### src/rtl/alu_ctrl_stage.sv
// ALU control stage between decode and execute: decodes the ALU class and instruction
// fields into ALU/branch/memory/MDU controls, held in a one-entry valid/ready register.
module alu_ctrl_stage #(
    parameter int ALU_OP_W = 4,
    parameter bit M_EXT    = 1'b1,
    parameter int MDU_LAT  = 4,
    parameter int CNT_W    = 8
) (
    input  logic                clk,
    input  logic                rst_n,
    input  logic                flush,
    input  logic                in_valid,
    output logic                in_ready,
    input  logic [2:0]          alu_ctrl_op,
    input  logic [4:0]          instr_f,
    output logic                out_valid,
    input  logic                out_ready,
    output logic [ALU_OP_W-1:0] alu_op,
    output logic                br_valid,
    output logic [2:0]          br_fn,
    output logic                mem_valid,
    output logic                mem_we,
    output logic [2:0]          mem_fn,
    output logic                mdu_valid,
    output logic [2:0]          mdu_fn
);

    localparam logic [2:0] CLS_B    = 3'd1;
    localparam logic [2:0] CLS_I    = 3'd2;
    localparam logic [2:0] CLS_J    = 3'd3;
    localparam logic [2:0] CLS_JALR = 3'd4;
    localparam logic [2:0] CLS_R    = 3'd5;
    localparam logic [2:0] CLS_S    = 3'd6;
    localparam logic [2:0] CLS_LOAD = 3'd7;

    localparam logic [CNT_W-1:0] CNT_LOAD = CNT_W'(MDU_LAT - 1);

    typedef enum logic [1:0] {S_EMPTY, S_BUSY, S_FULL} state_t;

    typedef struct packed {
        logic [3:0] alu;
        logic       br_valid;
        logic [2:0] br_fn;
        logic       mem_valid;
        logic       mem_we;
        logic [2:0] mem_fn;
        logic       mdu_valid;
        logic [2:0] mdu_fn;
    } dec_t;

    state_t           state, state_n;
    dec_t             dec, res;
    logic [CNT_W-1:0] cnt;
    logic             accept;
    logic             b30, b25;
    logic [2:0]       f3;

    assign b30 = instr_f[4];
    assign b25 = instr_f[3];
    assign f3  = instr_f[2:0];

    always_comb begin
        // NOTE: every field gets a default before the case, so no path leaves a latch.
        dec = '0;
        case (alu_ctrl_op)
            CLS_B: begin
                dec.alu      = 4'b1000;
                dec.br_valid = 1'b1;
                dec.br_fn    = f3;
            end
            CLS_I:           dec.alu = (b30 && f3 == 3'b101) ? 4'b1101 : {1'b0, f3};
            CLS_J, CLS_JALR: begin
                dec.br_valid = 1'b1;
                dec.br_fn    = 3'b010;
            end
            CLS_R: begin
                if (M_EXT && b25) begin
                    dec.mdu_valid = 1'b1;
                    dec.mdu_fn    = f3;
                end else begin
                    dec.alu = {b30, f3};
                end
            end
            CLS_S, CLS_LOAD: begin
                dec.mem_valid = 1'b1;
                dec.mem_we    = (alu_ctrl_op == CLS_S);
                dec.mem_fn    = f3;
            end
            default: ;
        endcase
    end

    // Flush discards a same-cycle input even when in_ready is high.
    assign accept = in_valid && in_ready && !flush;

    always_ff @(posedge clk or negedge rst_n) begin
        // NOTE: sequential state uses non-blocking assignments so all registers update together.
        if (!rst_n) state <= S_EMPTY;
        else        state <= state_n;
    end

    always_comb begin
        state_n = state;
        case (state)
            S_EMPTY: if (in_valid) state_n = dec.mdu_valid ? S_BUSY : S_FULL;
            S_BUSY:  if (cnt == '0) state_n = S_FULL;
            S_FULL:  if (out_ready) state_n = in_valid ? (dec.mdu_valid ? S_BUSY : S_FULL) : S_EMPTY;
            default: state_n = S_EMPTY;
        endcase
        if (flush) state_n = S_EMPTY;
    end

    always_comb begin
        in_ready  = (state == S_EMPTY) || (state == S_FULL && out_ready);
        out_valid = (state == S_FULL);
    end

    always_ff @(posedge clk or negedge rst_n) begin
        // NOTE: the result register is reset as well so no stale fields survive a reset.
        if (!rst_n) begin
            res <= '0;
            cnt <= '0;
        end else begin
            if (flush)                            cnt <= '0;
            else if (accept)                      cnt <= dec.mdu_valid ? CNT_LOAD : '0;
            else if (state == S_BUSY && cnt != '0) cnt <= cnt - 1'b1;
            if (accept) res <= dec;
        end
    end

    always_comb begin
        alu_op      = '0;
        alu_op[3:0] = res.alu;
    end

    assign br_valid  = res.br_valid;
    assign br_fn     = res.br_fn;
    assign mem_valid = res.mem_valid;
    assign mem_we    = res.mem_we;
    assign mem_fn    = res.mem_fn;
    assign mdu_valid = res.mdu_valid;
    assign mdu_fn    = res.mdu_fn;

endmodule

### config.mk
export PLATFORM = sky130hd
export DESIGN_NAME = alu_ctrl_stage
export DESIGN_NICKNAME = d
export VERILOG_FILES = /design/src/rtl/alu_ctrl_stage.sv
export SDC_FILE = /design/constraint.sdc
export NUM_CORES = 1
export LEC_CHECK = 0
export BUFFER_PORTS_ARGS = -buffer_cell sky130_fd_sc_hd__buf_2
export CAP_MARGIN = 0
export CORE_UTILIZATION = 23
export CTS_CLUSTER_SIZE = 25
export DETAILED_ROUTE_END_ITERATION = 8
export GPL_TIMING_DRIVEN = 0
export SLEW_MARGIN = 20
export SYNTH_ARGS = -nofsm -noshare
export SYNTH_HDL_FRONTEND = slang
export SYNTH_SLANG_ARGS = --single-unit
### constraint.sdc
create_clock -name clk -period 2.1 [get_ports clk]
set_input_delay 0.315 -clock clk [delete_from_list [all_inputs] [get_ports clk]]
set_output_delay 0.315 -clock clk [all_outputs]
set_load 0.01 [all_outputs]
* Word-level counts from Yosys, hierarchy flattened *
Index checks and enable logic that the tools add are counted.
W data, S select, Z words.

cells by class
  $add $sub $neg = 1
  equal/unequal tests = 13
  muxes and demuxes = 18
  reductions and logical operators = 14

operator list
  operator               number
  $mux W8                3
  $mux W4                4
  $eq A3 B3 Y1 const B   5
  $mux W2                7
  $pmux W4 S3            1
  $logic_not A8 Y1       1
  $pmux W4 S2            1
  $reduce_bool A8 Y1     1
  $sub A8 B1 Y8 const B  1
  $eq A3 B2 Y1 const B   2
  $ne A3 B3 Y1 const B   2
  $pmux W2 S3            1
  $logic_and A1 B1 Y1    5
  $mux W5                1
  $reduce_or A2 Y1       2
  $eq A3 B1 Y1 const B   1
  $ne A3 B2 Y1 const B   1
  $reduce_and A3 Y1      1
  $reduce_bool A3 Y1     1
  $eq A2 B1 Y1 const B   1
  $eq A2 B2 Y1 const B   1
  $logic_not A2 Y1       1
  $logic_not A1 Y1       1
  $logic_or A1 B1 Y1     1

storage, ports and cells
  register bits after elaboration = 27
  bits of input ports = 13

* Depth between registers and ports, before layout *
Gate-level depths: netlist (run 1).

  depth after elaboration = 7
  depth in mapped cells = 6
  depth with buffers taken out = 6

* Worst setup path before layout (run 1) *
No wires, ideal clock.

  path kind = register to register
  start = reg cnt[0]
  end = reg cnt[1]
  library setup time = 0.078 ns
  arrival time = 1.756 ns
  required time = 2.022 ns
  setup slack = 0.267 ns
  cell stages (with the launch flop) = 7
  period minus slack after synthesis = 1.833 ns
  path through = dfrtp_1 > inv_1 > ha_1 > or4b_4 > o21ai_4 > mux2_1 > o21ai_1

between the ends
  cells in the longest elaborated chain, start to end = 4

RTL lines
  what                    line  source
  start, declared         53    logic [CNT_W-1:0] cnt;
  start signal, assigned  125   else if (accept) cnt <= dec.mdu_valid ? CNT_LOAD : '0;
  start signal, assigned  126   else if (state == S_BUSY && cnt != '0) cnt <= cnt - 1'b1;
  $sub A8 B1 Y8           126
  $mux W8                 126
  $mux W8                 125
  $mux W8                 124   if (flush) cnt <= '0;

Parallel ways exist; a longest one is shown, timed or not. The select of a mux whose other input is x is not followed.
A chain may end at the register's enable or synchronous reset.

* Worst setup path after layout (run 1) *
Ends and elaborated chain as after synthesis.

==> impl_metrics.env, run 1 <==
export IMPL_worstSetupPathType="reg -> reg"
export IMPL_drtAntennaViolNets=0
export IMPL_r2r_cells=6
export IMPL_grt_usage_pct=11.1
export IMPL_worstPathCellList="inv_1 > ha_2 > or4b_4 > o21ai_4 > mux2_1 > o21ai_1"
export IMPL_start_util_pct=24.0
export IMPL_dpl_cell_area_um2=1580
export IMPL_worst_pin_slew_ns=0.717
export IMPL_final_util_pct=29.7
export IMPL_slowest_delay_ns=0.51
export IMPL_setup_viol=0
export IMPL_numClockSinks=27
export IMPL_synth_top_cell_by_area="dfrtp_1"
export IMPL_run_status="complete, no violations"
export IMPL_avgSynthCellArea_um2=10.1
export IMPL_antenna_found_initial=0
export IMPL_ys_seq_elements=27
export IMPL_cts_path_max_buffers=2
export IMPL_max_freq_ghz=0.504
export IMPL_netlist_area_um2=1340
export IMPL_clk_pin_slew_ns=0.10
export IMPL_drt_wl_total_um=3130
export IMPL_finalCritPeriodShare_pct=94.4
export IMPL_clkPwrFrac_pct=30.2
export IMPL_slowest_stage="or4b_4"
export IMPL_ir_drop_uv=353
export IMPL_drt_iter0_markers=65
export IMPL_slew_violations=0
export IMPL_switchingPower_mw=0.280
export IMPL_firstDrtPassIters=4
export IMPL_rrSetupSlack_ns=0.12
export IMPL_ios=32
export IMPL_end_kind="register"
export IMPL_ys_types=40
export IMPL_yosys_warnings=0
export IMPL_worst_endpoint_required_ns=2.31
export IMPL_grt_pass1_vias=1066
export IMPL_p_total_mw=1.02
export IMPL_grt_overflow=0
export IMPL_hold_viol_final=0
export IMPL_yosysSeqAreaShare_pct=50.5
export IMPL_cp_arrival_ns=2.19
export IMPL_p_seq_share_pct=55.0
export IMPL_syn_inst=133
export IMPL_setup_tns_ns=0
export IMPL_areaGrowthSynthToFinish_pct=23.5
export IMPL_drive_above_1_share_pct=27.6
export IMPL_pwr_share_comb_pct=14.8
export IMPL_r2r_end="cnt[1]$_DFFE_PN0P_"
export IMPL_synth_area_leaders="dfrtp_1 (50%), nand2_1 (4.2%), nor2_1 (3.6%), o21ai_0 (3.4%), a22o_1 (3.3%)"
export IMPL_cts_tree="yes"
export IMPL_htreeDepth=1
export IMPL_antennaDiodeCount=0
export IMPL_die_area_um2=6130
export IMPL_cts_root_buf="clkbuf_8"
export IMPL_critPathLaunchType="register"
export IMPL_fin_crit_ns=1.98
export IMPL_num_vias=1106
export IMPL_place_gp_congestion=0.752
export IMPL_timing_hold_ws_ns=0.0443
export IMPL_netlist_area_leader_share_pct=50.5
export IMPL_numPortBuffers=30
export IMPL_p_leak_nw=0.793
export IMPL_die_x_um=78.3
export IMPL_fin_area_um2=1650
export IMPL_clkLatencyLatePin_ns=0.28
export IMPL_hold_path_class="in -> async"
export IMPL_grt_pass1_wl_um=5330
export IMPL_wire_per_inst_um=12.9
export IMPL_swShare_pct=27.3
export IMPL_syn_nets=148
export IMPL_drc=0
export IMPL_grt_max_degree=28
export IMPL_rows=27
export IMPL_crit_fanout=4
export IMPL_slew_headroom_pct=52.1
export IMPL_dp_hpwl_um=2300
export IMPL_final_nets=186
export IMPL_die_y_um=78.3
export IMPL_cts_buffers=3
export IMPL_p_int_mw=0.744
export IMPL_pwr_density_cell_nw_per_um2=619
export IMPL_finClkSkew_ns=0.00139
export IMPL_post_drt_via_cell_ratio=4.57
export IMPL_rr_startpoint="cnt[0]$_DFFE_PN0P_"
export IMPL_coreArea_um2=5570
export IMPL_cap_violations=0
[power by group through the flow]
stage	Clock (mW)	Sequential (mW)	Combinational (mW)
2_1_floorplan	0	0.585	0.0668
3_3_place_gp	0	0.574	0.151
3_5_place_dp	0	0.573	0.154
4_1_cts	0.330	0.563	0.154
5_1_grt	0.348	0.567	0.170
6_report	0.309	0.563	0.151
[cells by family after synthesis]
family / Yosys count / synth area share [%]
adders and majority gates: 2 / 1.87
muxes: 4 / 3.18
buffers and inverters: 12 / 4.58
AOI/OAI and AO/OA: 33 / 17.3
xor gates and xnor gates: 3 / 1.96
DFF: 27 / 50.5
and+or+nand+nor: 52 / 20.7
[worst max-delay path: cells and delay by family (launching register included)]
kind,cells,cell delay [ns]
compound gates,2,0.34
fa+ha+maj,1,0.21
buf+inv,1,0.12
flops,1,0.41
mux,1,0.34
simple gates,1,0.51
[per-stage QoR]
step                      instances  worst slack, ns
after floorplan                 133            0.267
after global placement          235            0.111
after detailed placement        235            0.119
after CTS                       239           0.0911
after global routing            242         -0.00894
final                           242            0.117
[routing by layer]
layer	vias to the layer above	part of all wire, %	track usage [%]
met5	-	0	0
met4	0	0.42	1.67
met3	2	5.3	3.02
met2	35	44	18.0
met1	526	50	15.1
li1	543	-	-
[state kept, by name (all words and copies together), names as in the netlist]
register and cells:
alu_op 4, br_fn 3, br_valid 1, cnt 8, mdu_fn 3, mdu_valid 1
mem_fn 3, mem_valid 1, mem_we 1, state 2
[Yosys cell counts (all sizes together)]
cell type  instances
nand3              4
xnor2              1
nand3b             3
dfrtp             27
nand2b             4
clkbuf             2
nor2              13
nand2             15
o41ai              3
or4b               2
a22o               5
ha                 2
o21ai             12
a21oi              5
a31oi              1
or3                3
nor2b              2
buf                3
o31ai              2
nor4               2
xor2               2
inv                7
mux2               2
and2b              2
nor4b              1
a21o               1
mux2i              2
or2                1
o21bai             1
o211ai             1
o22a               1
a221oi             1
[area by class of cell]
type	instances	area (um^2)
clock inverter	1	7.51
buffer	5	35.0
fill	601	3920
timing repair buffer	33	173
inverter	7	26.3
clock buffer	3	41.3
sequential	27	676
tap	72	90.1
multi-input combinational	94	604
[cells in the final DEF, fill, tap and decap left out, types with 2 or more instances in the layout]
cell	instances
o31ai_1	2
nand3b_1	3
clkbuf_1	2
nand2b_1	4
nor2_1	13
xor2_1	2
and2b_1	2
clkbuf_8	3
buf_4	3
a22o_1	5
nor4_1	2
nor2b_1	2
buf_2	31
inv_1	7
mux2i_1	2
o21ai_0	9
a21oi_1	5
buf_6	2
dfrtp_1	27
o41ai_1	3
nand3_1	4
nand2_1	15
[worst max path at each step]
stage,start,to,slack [ns],cells after the start
global placement,cnt[0]$_DFFE_PN0P_,cnt[1]$_DFFE_PN0P_,0.11,6
finish,cnt[0]$_DFFE_PN0P_,cnt[1]$_DFFE_PN0P_,0.12,6
floorplan,cnt[0]$_DFFE_PN0P_,cnt[1]$_DFFE_PN0P_,0.27,6
global route,cnt[0]$_DFFE_PN0P_,cnt[1]$_DFFE_PN0P_,-0.009,6
CTS,cnt[0]$_DFFE_PN0P_,cnt[1]$_DFFE_PN0P_,0.09,6
detailed placement,cnt[0]$_DFFE_PN0P_,cnt[1]$_DFFE_PN0P_,0.12,6
[timing repair]
action	4_1_cts	5_1_grt
hold buffers	0	0
gates resized for setup	0	1
setup buffers	0	3
setup endpoints to repair	0	1
(Power assumes the default switching activity.)
==> run 2, diff against run 1 <==
--- a/config.mk
+++ b/config.mk
@@ -11,6 +11,7 @@
 export CTS_CLUSTER_SIZE = 25
 export DETAILED_ROUTE_END_ITERATION = 8
 export GPL_TIMING_DRIVEN = 0
+export PLACE_DENSITY = 0.37
 export SLEW_MARGIN = 20
 export SYNTH_ARGS = -nofsm -noshare
 export SYNTH_HDL_FRONTEND = slang
==> impl_metrics.env, run 2 (same netlist as run 1, synthesis figures left out) <==
export IMPL_finClkSkew_ns=0.00570
export IMPL_numPortBuffers=30
export IMPL_hold_path_class="in -> async"
export IMPL_dpl_cell_area_um2=1580
export IMPL_rrSetupSlack_ns=0.11
export IMPL_r2r_end="cnt[1]$_DFFE_PN0P_"
export IMPL_grt_usage_pct=11.7
export IMPL_areaGrowthSynthToFinish_pct=22.1
export IMPL_hold_buffers=0
export IMPL_final_nets=184
export IMPL_p_int_mw=0.742
export IMPL_hold_viol_final=0
export IMPL_drt_iter0_markers=36
export IMPL_drtAntennaViolNets=0
export IMPL_worstSetupPathType="reg -> reg"
export IMPL_wire_per_inst_um=13.7
export IMPL_cts_root_buf="clkbuf_8"
export IMPL_drt_wl_total_um=3290
export IMPL_die_y_um=78.3
export IMPL_r2r_cells=6
export IMPL_cts_buffers=3
export IMPL_rr_startpoint="cnt[1]$_DFFE_PN0P_"
export IMPL_crit_fanout=6
export IMPL_pre_cts_ws_ns=0.106
export IMPL_setup_viol=0
export IMPL_clkPwrFrac_pct=29.8
export IMPL_cts_tree="yes"
export IMPL_end_kind="register"
export IMPL_grt_max_degree=28
export IMPL_slew_headroom_pct=49.9
export IMPL_clkLatencyLatePin_ns=0.28
export IMPL_final_common_cell="buf_2"
export IMPL_drc=0
export IMPL_num_vias=1106
export IMPL_max_freq_ghz=0.502
export IMPL_rows=27
export IMPL_fin_crit_ns=1.99
export IMPL_swShare_pct=27.1
export IMPL_start_util_pct=24.0
export IMPL_antennaDiodeCount=0
export IMPL_worst_endpoint_required_ns=2.30
export IMPL_setup_tns_ns=0
export IMPL_pwr_share_comb_pct=14.9
export IMPL_die_x_um=78.3
export IMPL_post_drt_via_cell_ratio=4.61
export IMPL_p_seq_share_pct=55.3
export IMPL_slew_violations=0
export IMPL_grt_overflow=0
export IMPL_p_total_mw=1.02
export IMPL_fin_area_um2=1640
export IMPL_antenna_found_initial=0
export IMPL_rsz0062_at_grt="no"
export IMPL_grt_pass1_wl_um=5600
export IMPL_coreArea_um2=5570
export IMPL_grt_pass1_vias=1126
export IMPL_largest_reg_flops=8
export IMPL_cp_arrival_ns=2.19
export IMPL_pwr_density_cell_nw_per_um2=623
export IMPL_run_status="complete, no violations"
export IMPL_htreeDepth=1
export IMPL_die_area_um2=6130
export IMPL_drive_above_1_share_pct=27.4
export IMPL_timing_hold_ws_ns=0.0531
export IMPL_top_register="cnt"
export IMPL_cts_path_max_buffers=2
export IMPL_critPathLaunchType="register"
export IMPL_numClockSinks=27
export IMPL_p_leak_nw=0.789
export IMPL_ios=32
export IMPL_finalWorstSetupSlack_ns=0.108
export IMPL_firstDrtPassIters=4
export IMPL_cap_violations=0
export IMPL_switchingPower_mw=0.276
export IMPL_place_gp_congestion=0.742
export IMPL_worst_pin_slew_ns=0.750
export IMPL_clk_pin_slew_ns=0.10
export IMPL_dp_hpwl_um=2390
export IMPL_layout_common_cells="buf_2 (31), dfrtp_1 (27), nand2_1 (15), nor2_1 (13), o21ai_0 (9)"
export IMPL_finalCritPeriodShare_pct=94.9
export IMPL_ir_drop_uv=241
[run 2: routing by layer]
layer  wire, um  GRT usage (%)  up-vias
met2       1570           19.1       24
met5          0              0        -
met4         52           3.89        0
met1       1570           15.4      538
met3        110           2.09        7
li1           -              -      537
[run 2: worst max path at each step]
stage                             from                 end  slack, ns  cells past startpoint
finish              cnt[1]$_DFFE_PN0P_  cnt[1]$_DFFE_PN0P_       0.11                      6
global placement    cnt[0]$_DFFE_PN0P_  cnt[1]$_DFFE_PN0P_       0.12                      6
global route        cnt[1]$_DFFE_PN0P_  cnt[1]$_DFFE_PN0P_       0.02                      6
detailed placement  cnt[0]$_DFFE_PN0P_  cnt[1]$_DFFE_PN0P_       0.11                      6
CTS                 cnt[0]$_DFFE_PN0P_  cnt[1]$_DFFE_PN0P_       0.07                      6
floorplan           cnt[0]$_DFFE_PN0P_  cnt[1]$_DFFE_PN0P_       0.27                      6
[run 2: what timing repair did]
action	in CTS	in global routing
resized for setup	0	2
buffers inserted	0	1
setup endpoints to repair	0	1
[run 2: critical path, cell delays in order (launching register included)]
cell     delay (ns)
dfrtp_1        0.41
inv_1          0.10
ha_2           0.19
or4b_4         0.50
o21ai_4        0.25
mux2_1         0.34
o21ai_1        0.12
[run 2: metrics by stage]
step	cells	util, %
2_1_floorplan	133	-
3_3_place_gp	235	28.3
3_5_place_dp	235	28.3
4_1_cts	239	29.2
5_1_grt	240	29.3
6_report	240	29.3
[run 2: power groups by stage]
stage | logic, mW | clock network, mW | registers [mW]
floorplan | 0.0668 | 0 | 0.585
global placement | 0.154 | 0 | 0.572
detailed placement | 0.154 | 0 | 0.573
CTS | 0.155 | 0.317 | 0.564
global route | 0.170 | 0.339 | 0.568
finish | 0.152 | 0.303 | 0.563
[run 2: layout make-up]
cell class                      count  area [um^2]
Fill cell                         606         3940
Sequential cell                    27          676
Multi-Input combinational cell     94          604
Timing Repair Buffer               31          158
Tap cell                           72         90.1
Clock buffer                        3         41.3
Buffer                              5         35.0
Inverter                            7         26.3
Clock inverter                      1         5.00
